==> src/rtl/fifo_rd_pkg.sv <==
`default_nettype none
// ---------------------------------------------------------------------------
// Module  : fifo_rd_pkg
// Purpose : Shared types and sizes for the FIFO read-side unpacker.
//           Holds the FSM state encoding, default word/beat widths and the
//           statistics counter type.
// Ports   : none (package)
// Revision: 1.0 - initial release
// ---------------------------------------------------------------------------
package fifo_rd_pkg;

  typedef enum logic [1:0] {
    IDLE   = 2'd0,
    WAIT   = 2'd1,
    STREAM = 2'd2
  } rd_state_e;

  localparam int FIFO_DATA_W = 128;
  localparam int RD_OUT_W    = 32;

  typedef logic [31:0] stat_cnt_t;

endpackage
`default_nettype wire

==> src/rtl/rd_unpack_stats.sv <==
`default_nettype none
// ---------------------------------------------------------------------------
// Module  : rd_unpack_stats
// Purpose : Delivery statistics for fifo_rd_unpacker. Counts fully delivered
//           FIFO words and output stall cycles. Both counters wrap at 2^32.
//           Present only when RD_UNPACK_STATS_EN is defined.
// Ports   : clk        - clock
//           reset      - synchronous active-low reset, clears both counters
//           valid      - output beat valid
//           ready      - sink ready
//           last       - last beat of the word
//           word_cnt   - words whose last beat was accepted
//           stall_cnt  - cycles with valid && !ready
// Revision: 1.0 - initial release
// ---------------------------------------------------------------------------
`ifdef RD_UNPACK_STATS_EN
module rd_unpack_stats
  import fifo_rd_pkg::*;
(
  input  logic      clk,
  input  logic      reset,
  input  logic      valid,
  input  logic      ready,
  input  logic      last,
  output stat_cnt_t word_cnt,
  output stat_cnt_t stall_cnt
);

  always_ff @(posedge clk) begin
    if (!reset) begin
      word_cnt  <= '0;
      stall_cnt <= '0;
    end else begin
      if (valid && ready && last)
        word_cnt <= word_cnt + 32'd1;
      if (valid && !ready)
        stall_cnt <= stall_cnt + 32'd1;
    end
  end

endmodule
`endif
`default_nettype wire

==> src/rtl/fifo_rd_unpacker.sv <==
`default_nettype none
// ---------------------------------------------------------------------------
// Module  : fifo_rd_unpacker
// Purpose : Pops DATA_W-bit words from a synchronous FIFO (one-cycle read
//           latency) and serialises each into OUT_W-bit valid/ready beats,
//           least-significant slice first.
// Config  : RD_UNPACK_STATS_EN - adds o_word_cnt / o_stall_cnt counters.
// Ports   : clk           - clock, all logic on posedge
//           reset         - synchronous active-low reset
//           i_fifo_empty  - FIFO empty flag
//           i_fifo_rddata - FIFO read data, valid the cycle after a read
//           o_fifo_rden   - FIFO read strobe (combinational)
//           o_valid       - output beat valid
//           i_ready       - sink ready
//           o_data        - current output beat
//           o_last        - last beat of the current word
//           o_word_cnt    - words delivered (stats build only)
//           o_stall_cnt   - stalled cycles (stats build only)
// Revision: 1.0 - initial release
// ---------------------------------------------------------------------------
module fifo_rd_unpacker
  import fifo_rd_pkg::*;
#(
  parameter int DATA_W = FIFO_DATA_W,
  parameter int OUT_W  = RD_OUT_W
) (
  input  logic              clk,
  input  logic              reset,
  input  logic              i_fifo_empty,
  input  logic [DATA_W-1:0] i_fifo_rddata,
  output logic              o_fifo_rden,
  output logic              o_valid,
  input  logic              i_ready,
  output logic [OUT_W-1:0]  o_data,
  output logic              o_last
`ifdef RD_UNPACK_STATS_EN
  ,
  output stat_cnt_t         o_word_cnt,
  output stat_cnt_t         o_stall_cnt
`endif
);

  localparam int BEATS  = DATA_W / OUT_W;
  localparam int BEAT_W = (BEATS > 1) ? $clog2(BEATS) : 1;
  localparam logic [BEAT_W-1:0] LAST_BEAT = BEAT_W'(BEATS - 1);

  rd_state_e                    state;
  logic [BEAT_W-1:0]            beat;
  logic [BEATS-1:0][OUT_W-1:0]  word_q;

  logic handshake;
  logic last_hs;

  assign handshake = (state == STREAM) && i_ready;
  assign last_hs   = handshake && (beat == LAST_BEAT);

  // The next pop is issued in the same cycle the final beat is accepted so
  // the only gap between words is the single read-latency bubble.
  assign o_fifo_rden = reset && !i_fifo_empty && ((state == IDLE) || last_hs);

  assign o_valid = (state == STREAM);
  assign o_data  = (state == STREAM) ? word_q[beat] : '0;
  assign o_last  = (state == STREAM) && (beat == LAST_BEAT);

  always_ff @(posedge clk) begin
    if (!reset) begin
      state  <= IDLE;
      beat   <= '0;
      word_q <= '0;
    end else begin
      case (state)
        IDLE: begin
          if (o_fifo_rden)
            state <= WAIT;
        end
        WAIT: begin
          // FIFO read data lands here, one cycle after the strobe.
          word_q <= i_fifo_rddata;
          beat   <= '0;
          state  <= STREAM;
        end
        STREAM: begin
          if (handshake) begin
            if (beat == LAST_BEAT)
              state <= o_fifo_rden ? WAIT : IDLE;
            else
              beat <= beat + 1'b1;
          end
        end
        default: state <= IDLE;
      endcase
    end
  end

`ifdef RD_UNPACK_STATS_EN
  rd_unpack_stats u_stats (
    .clk       (clk),
    .reset     (reset),
    .valid     (o_valid),
    .ready     (i_ready),
    .last      (o_last),
    .word_cnt  (o_word_cnt),
    .stall_cnt (o_stall_cnt)
  );
`endif

endmodule
`default_nettype wire

==> config.mk <==
export PLATFORM = sky130hd
export DESIGN_NAME = fifo_rd_unpacker
export DESIGN_NICKNAME = d
export VERILOG_FILES = /design/src/rtl/fifo_rd_pkg.sv /design/src/rtl/rd_unpack_stats.sv /design/src/rtl/fifo_rd_unpacker.sv
export SDC_FILE = /design/constraint.sdc
export NUM_CORES = 1
export LEC_CHECK = 0
export BUFFER_PORTS_ARGS = -buffer_cell sky130_fd_sc_hd__buf_2
export CAP_MARGIN = 20
export CELL_PAD_IN_SITES_DETAIL_PLACEMENT = 0
export CELL_PAD_IN_SITES_GLOBAL_PLACEMENT = 1
export CORE_MARGIN = 2
export CORE_UTILIZATION = 42
export DETAILED_ROUTE_END_ITERATION = 7
export GPL_ROUTABILITY_DRIVEN = 0
export GPL_TIMING_DRIVEN = 0
export PLACE_DENSITY = 0.94
export REMOVE_ABC_BUFFERS = 1
export SLEW_MARGIN = 20
export SYNTH_ARGS = -nofsm -noshare
export SYNTH_HDL_FRONTEND = slang
export SYNTH_SLANG_ARGS = --single-unit
==> constraint.sdc <==
create_clock -name clk -period 3.9 [get_ports clk]
set_clock_uncertainty 0.15 [all_clocks]
set_input_delay 0.39 -clock clk [delete_from_list [all_inputs] [get_ports clk]]
set_output_delay 0.39 -clock clk [all_outputs]
set_load 0.005 [all_outputs]
After elaboration in Yosys (flattened, before gate mapping)
Index checks and enable logic that the tools add are counted.
Widths: inputs -> output; s select.
{ "classes": {"mux": 11, "n_reduce_logical": 11, "n_eq_ne": 7, "magnitude_cmp": 1, "addsub": 1} }
{ "ops": {"columns": ["operator", "count"], "rows": [
  ["$bmux 32 s2", 1],
  ["$mux 32", 2],
  ["$mux 2", 5],
  ["$pmux 2 s3", 1],
  ["$reduce_and 3->1", 2],
  ["$logic_and 1x1->1", 5],
  ["$eq 2x2->1 const B", 2],
  ["$ne 2x1->1 const B", 2],
  ["$ne 2x2->1 const B", 2],
  ["$pmux 2 s2", 1],
  ["$lt 2x3->1 const B", 1],
  ["$add 2x1->2 const B", 1],
  ["$eq 2x1->1 const B", 1],
  ["$logic_not 2->1", 1],
  ["$reduce_bool 2->1", 1],
  ["$logic_not 1->1", 1],
  ["$logic_or 1x1->1", 1],
  ["$mux 1", 1]
]} }
{ "word_totals": {"inputBits": 132, "elab_cells": 37, "register_bits": 132, "out_inout_bits": 35} }

Depth between registers and ports, before layout
{ "depth": {"word_depth": 9, "depth_mapped": 6, "ltp_nobuf": 4} }

Worst setup path before layout
OpenSTA, ideal clock, no wires.
{ "synth_timing": {"path_type": "register -> output", "start": "reg beat[1]", "end": "out o_data[27]", "arrival_ns": 1.265, "setup_slack_ns": 2.095, "stages_incl_launch_ff": 5, "path_cell_list": "dfxtp_1 -> buf_6 -> buf_6 -> mux4_2 -> and2_1"} }
{ "synth_via": {"elab_chain_cells": 3} }
{ "synth_lines": {"columns": ["element", "line", "source"], "rows": [
  ["start, declared", "fifo_rd_unpacker.sv:48", "logic [BEAT_W-1:0] beat;"],
  ["start signal, assigned", "fifo_rd_unpacker.sv:87", "beat <= beat + 1'b1;"],
  ["$bmux 32 s2", "fifo_rd_unpacker.sv:62", "assign o_data = (state == STREAM) ? word_q[beat] : '0;"],
  ["$mux 32 (not written as such)", "fifo_rd_unpacker.sv:62", null],
  ["$mux 32", "fifo_rd_unpacker.sv:62", null],
  ["end, declared", "fifo_rd_unpacker.sv:34", "output logic [OUT_W-1:0] o_data,"]
]} }
Every way passes these cells. The select of a mux whose other input is x is not followed.

Worst setup path in the final report
{ "layout_timing": {"start": "reg beat[1]", "end": "out o_fifo_rden"} }
{ "layout_via": {"elab_chain_cells": 4} }
{ "layout_lines": {"columns": ["element", "line", "source"], "rows": [
  ["$eq 2x2->1", "fifo_rd_unpacker.sv:55", "assign last_hs = handshake && (beat == LAST_BEAT);"],
  ["$logic_and 1x1->1", "fifo_rd_unpacker.sv:55", null],
  ["$logic_or 1x1->1", "fifo_rd_unpacker.sv:59", "assign o_fifo_rden = reset && !i_fifo_empty && ((state == IDLE) || last_hs);"],
  ["$logic_and 1x1->1", "fifo_rd_unpacker.sv:59", null],
  ["end, declared", "fifo_rd_unpacker.sv:31", "output logic o_fifo_rden,"]
]} }
Every way passes these cells.

==> results.yml <==
route:
  drtIter0Drc: 175
  wl_per_cell_um: 13.6
  vias: 4796
  finalWirelength_um: 13400
  dr.max_layer_used: "met4"
  via_per_inst: 4.86
  postRouteAntennaNets: 0
  wl_met3_um: 819
  wl_met1_um: 5960
  drtPass1Iterations: 4
  drc: 0
  wl_met2_um: 6450
critical_path:
  arrival_ns: 2.22
  crit_path_end_kind: "primary output"
  crit_fanout: 35
  criticalPathCategory: "register to primary output"
  start_kind: "register"
  required_ns: 3.36
die:
  die_y_um: 123
  io_pins: 167
  die_w_um: 123
  coreArea_mm2: 0.0138
  num_rows: 43
  start_util_pct: 43.0
  die_area_mm2: 0.0151
synth:
  syn_area_per_cell_um2: 9.05
  synthTopCellsByArea: "dfxtp_1 44%, nand2_1 16%, a21boi_0 13%"
  yosysWarnings: 0
  synthCells: 656
  synth-seq-cells: 132
  synth_area_leader_cell: "dfxtp_1"
  seq_area_frac_synth_pct: 44.5
  synth_cell_type_count: 25
  synth_top_area_share_pct: 44.5
  synth_area_mm2: 0.00594
clock_network:
  cts.sinks: 132
  clk_pin_slew_ns: 0.06
  post_cts_buffers: 0
  holdBufCountCts: 1
  cts_buffer_depth: 2
  cts_inserted_buffers: 17
  clock-root-buffer: "clkbuf_16"
  cts_resized: 0
  tritoncts: "yes"
  clock_latency_ns: 0.40
  htree_levels: 4
grt:
  grt_max_degree: 70
  grt_pass1_vias: 4644
  antenna_found_initial: 0
  track_usage_pct: 18.1
  gr-total-overflow: 0
  grt_pass1_wl_um: 21500
pwr:
  powerDensity_mw_per_mm2: 438
  p_leak_nw: 2.97
  peakVddDrop_v: 0.000563
placement:
  io_buffers: 166
  pre_cts_ws_ns: 1.50
  place_hpwl_um: 8670
flow_run:
  drv_cap: 0
sta:
  hold_violations: 0
  worst_pin_slew_ns: 0.715
  period_share_pct: 70.9
  period_needed_ns: 2.76
  report.final.slew_viol_count: 0
  grt_setup_unrepaired: "false"
  clock.fmax_ghz: 0.362
  fin_ws_ns: 1.14
  finalSetupViolCount: 0
  relSlewSlack_pct: 52.3
run_status:
  status: "finished clean"
layout:
  syn_to_final_growth_pct: 25.7
  drive_gt1_share_pct: 29.0
  mostFrequentLayoutCell: "nand2_1"
  num_antenna_cells: 0
  final_cell_mix: "259 x nand2_1, 165 x buf_2, 130 x dfxtp_1"
  final_nets: 928
  fin_util_pct: 54.0
min_path:
  min_path_type: "input port to register"
state kept, by name, indices dropped and copies added (netlist names):
| register | count |
|---|---|
| word_q | 128 |
| state | 2 |
| beat | 2 |
cells by family after synthesis:
family | share of synthesized area, %
buf+inv | 5.08
flops | 44.5
simple gates | 20.8
compound gates | 17.0
fa+ha+maj | 0.211
mux | 12.5
routing by layer:
metal | GRT usage, % | vias up
met3 | 5.30 | 17
met4 | 6.25 | 0
met2 | 31.0 | 112
li1 | - | 2464
met1 | 21.8 | 2203
met5 | 0 | -
path summary, 6_finish.rpt:
kind	start	to	slack, ns	cells past startpoint
hold / removal	i_fifo_rddata[60]	word_q[60]	0.07	3
hold reg to reg	word_q[62]	word_q[62]	0.30	2
setup / recovery	beat[1]	o_fifo_rden	1.14	4
setup reg to reg	state[1]	word_q[85]	1.85	4
worst max-delay path, stage by stage (launching register included):
cell and delay [ns]:
dfxtp_4 0.82, ha_1 0.36, nand2_1 0.11, a211oi_1 0.35, buf_2 0.18
layout make-up:
type | instances | area (um2)
Sequential cell | 132 | 2650
Fill cell | 1305 | 6360
Tap cell | 180 | 225
Multi-Input combinational cell | 469 | 3010
Timing Repair Buffer | 174 | 1010
Clock inverter | 4 | 45.0
Clock buffer | 26 | 519
Inverter | 1 | 3.75
through the flow:
step	total power (W)	hold slack, ns	area [um2]	cells	TNS [ns]
global placement	0.00178	0.289	6700	948	-105.57
floorplan	0.00164	0.280	5640	602	0
CTS	0.00332	0.0507	7460	986	0
global route	0.00342	0.0641	7460	986	0
detailed placement	0.00180	0.292	6890	955	0
finish	0.00327	0.0706	7460	986	0
report_power, final:
group	leakage, nW	internal, W	switching [W]	total (W)
logic	1.62	0.000158	0.000152	0.000310
registers	1.08	0.00142	0.0000367	0.00145
clock network	0.282	0.000968	0.000535	0.00150
synthesized netlist by cell type:
library cell,n
buf_12,2
ha_1,1
clkbuf_1,18
inv_1,1
nor2b_1,2
buf_2,29
mux2i_1,1
buf_6,2
and2b_1,1
mux4_1,3
nand2b_1,3
o22ai_1,2
a21boi_1,26
nor2b_2,1
mux4_2,29
a21boi_0,102
nor3b_1,1
a211oi_1,2
a21oi_1,1
nand2_1,259
dfxtp_1,132
o21ai_0,1
buf_4,3
and2_1,33
a41oi_1,1
No activity file was read; power rests on OpenSTA's default activity.
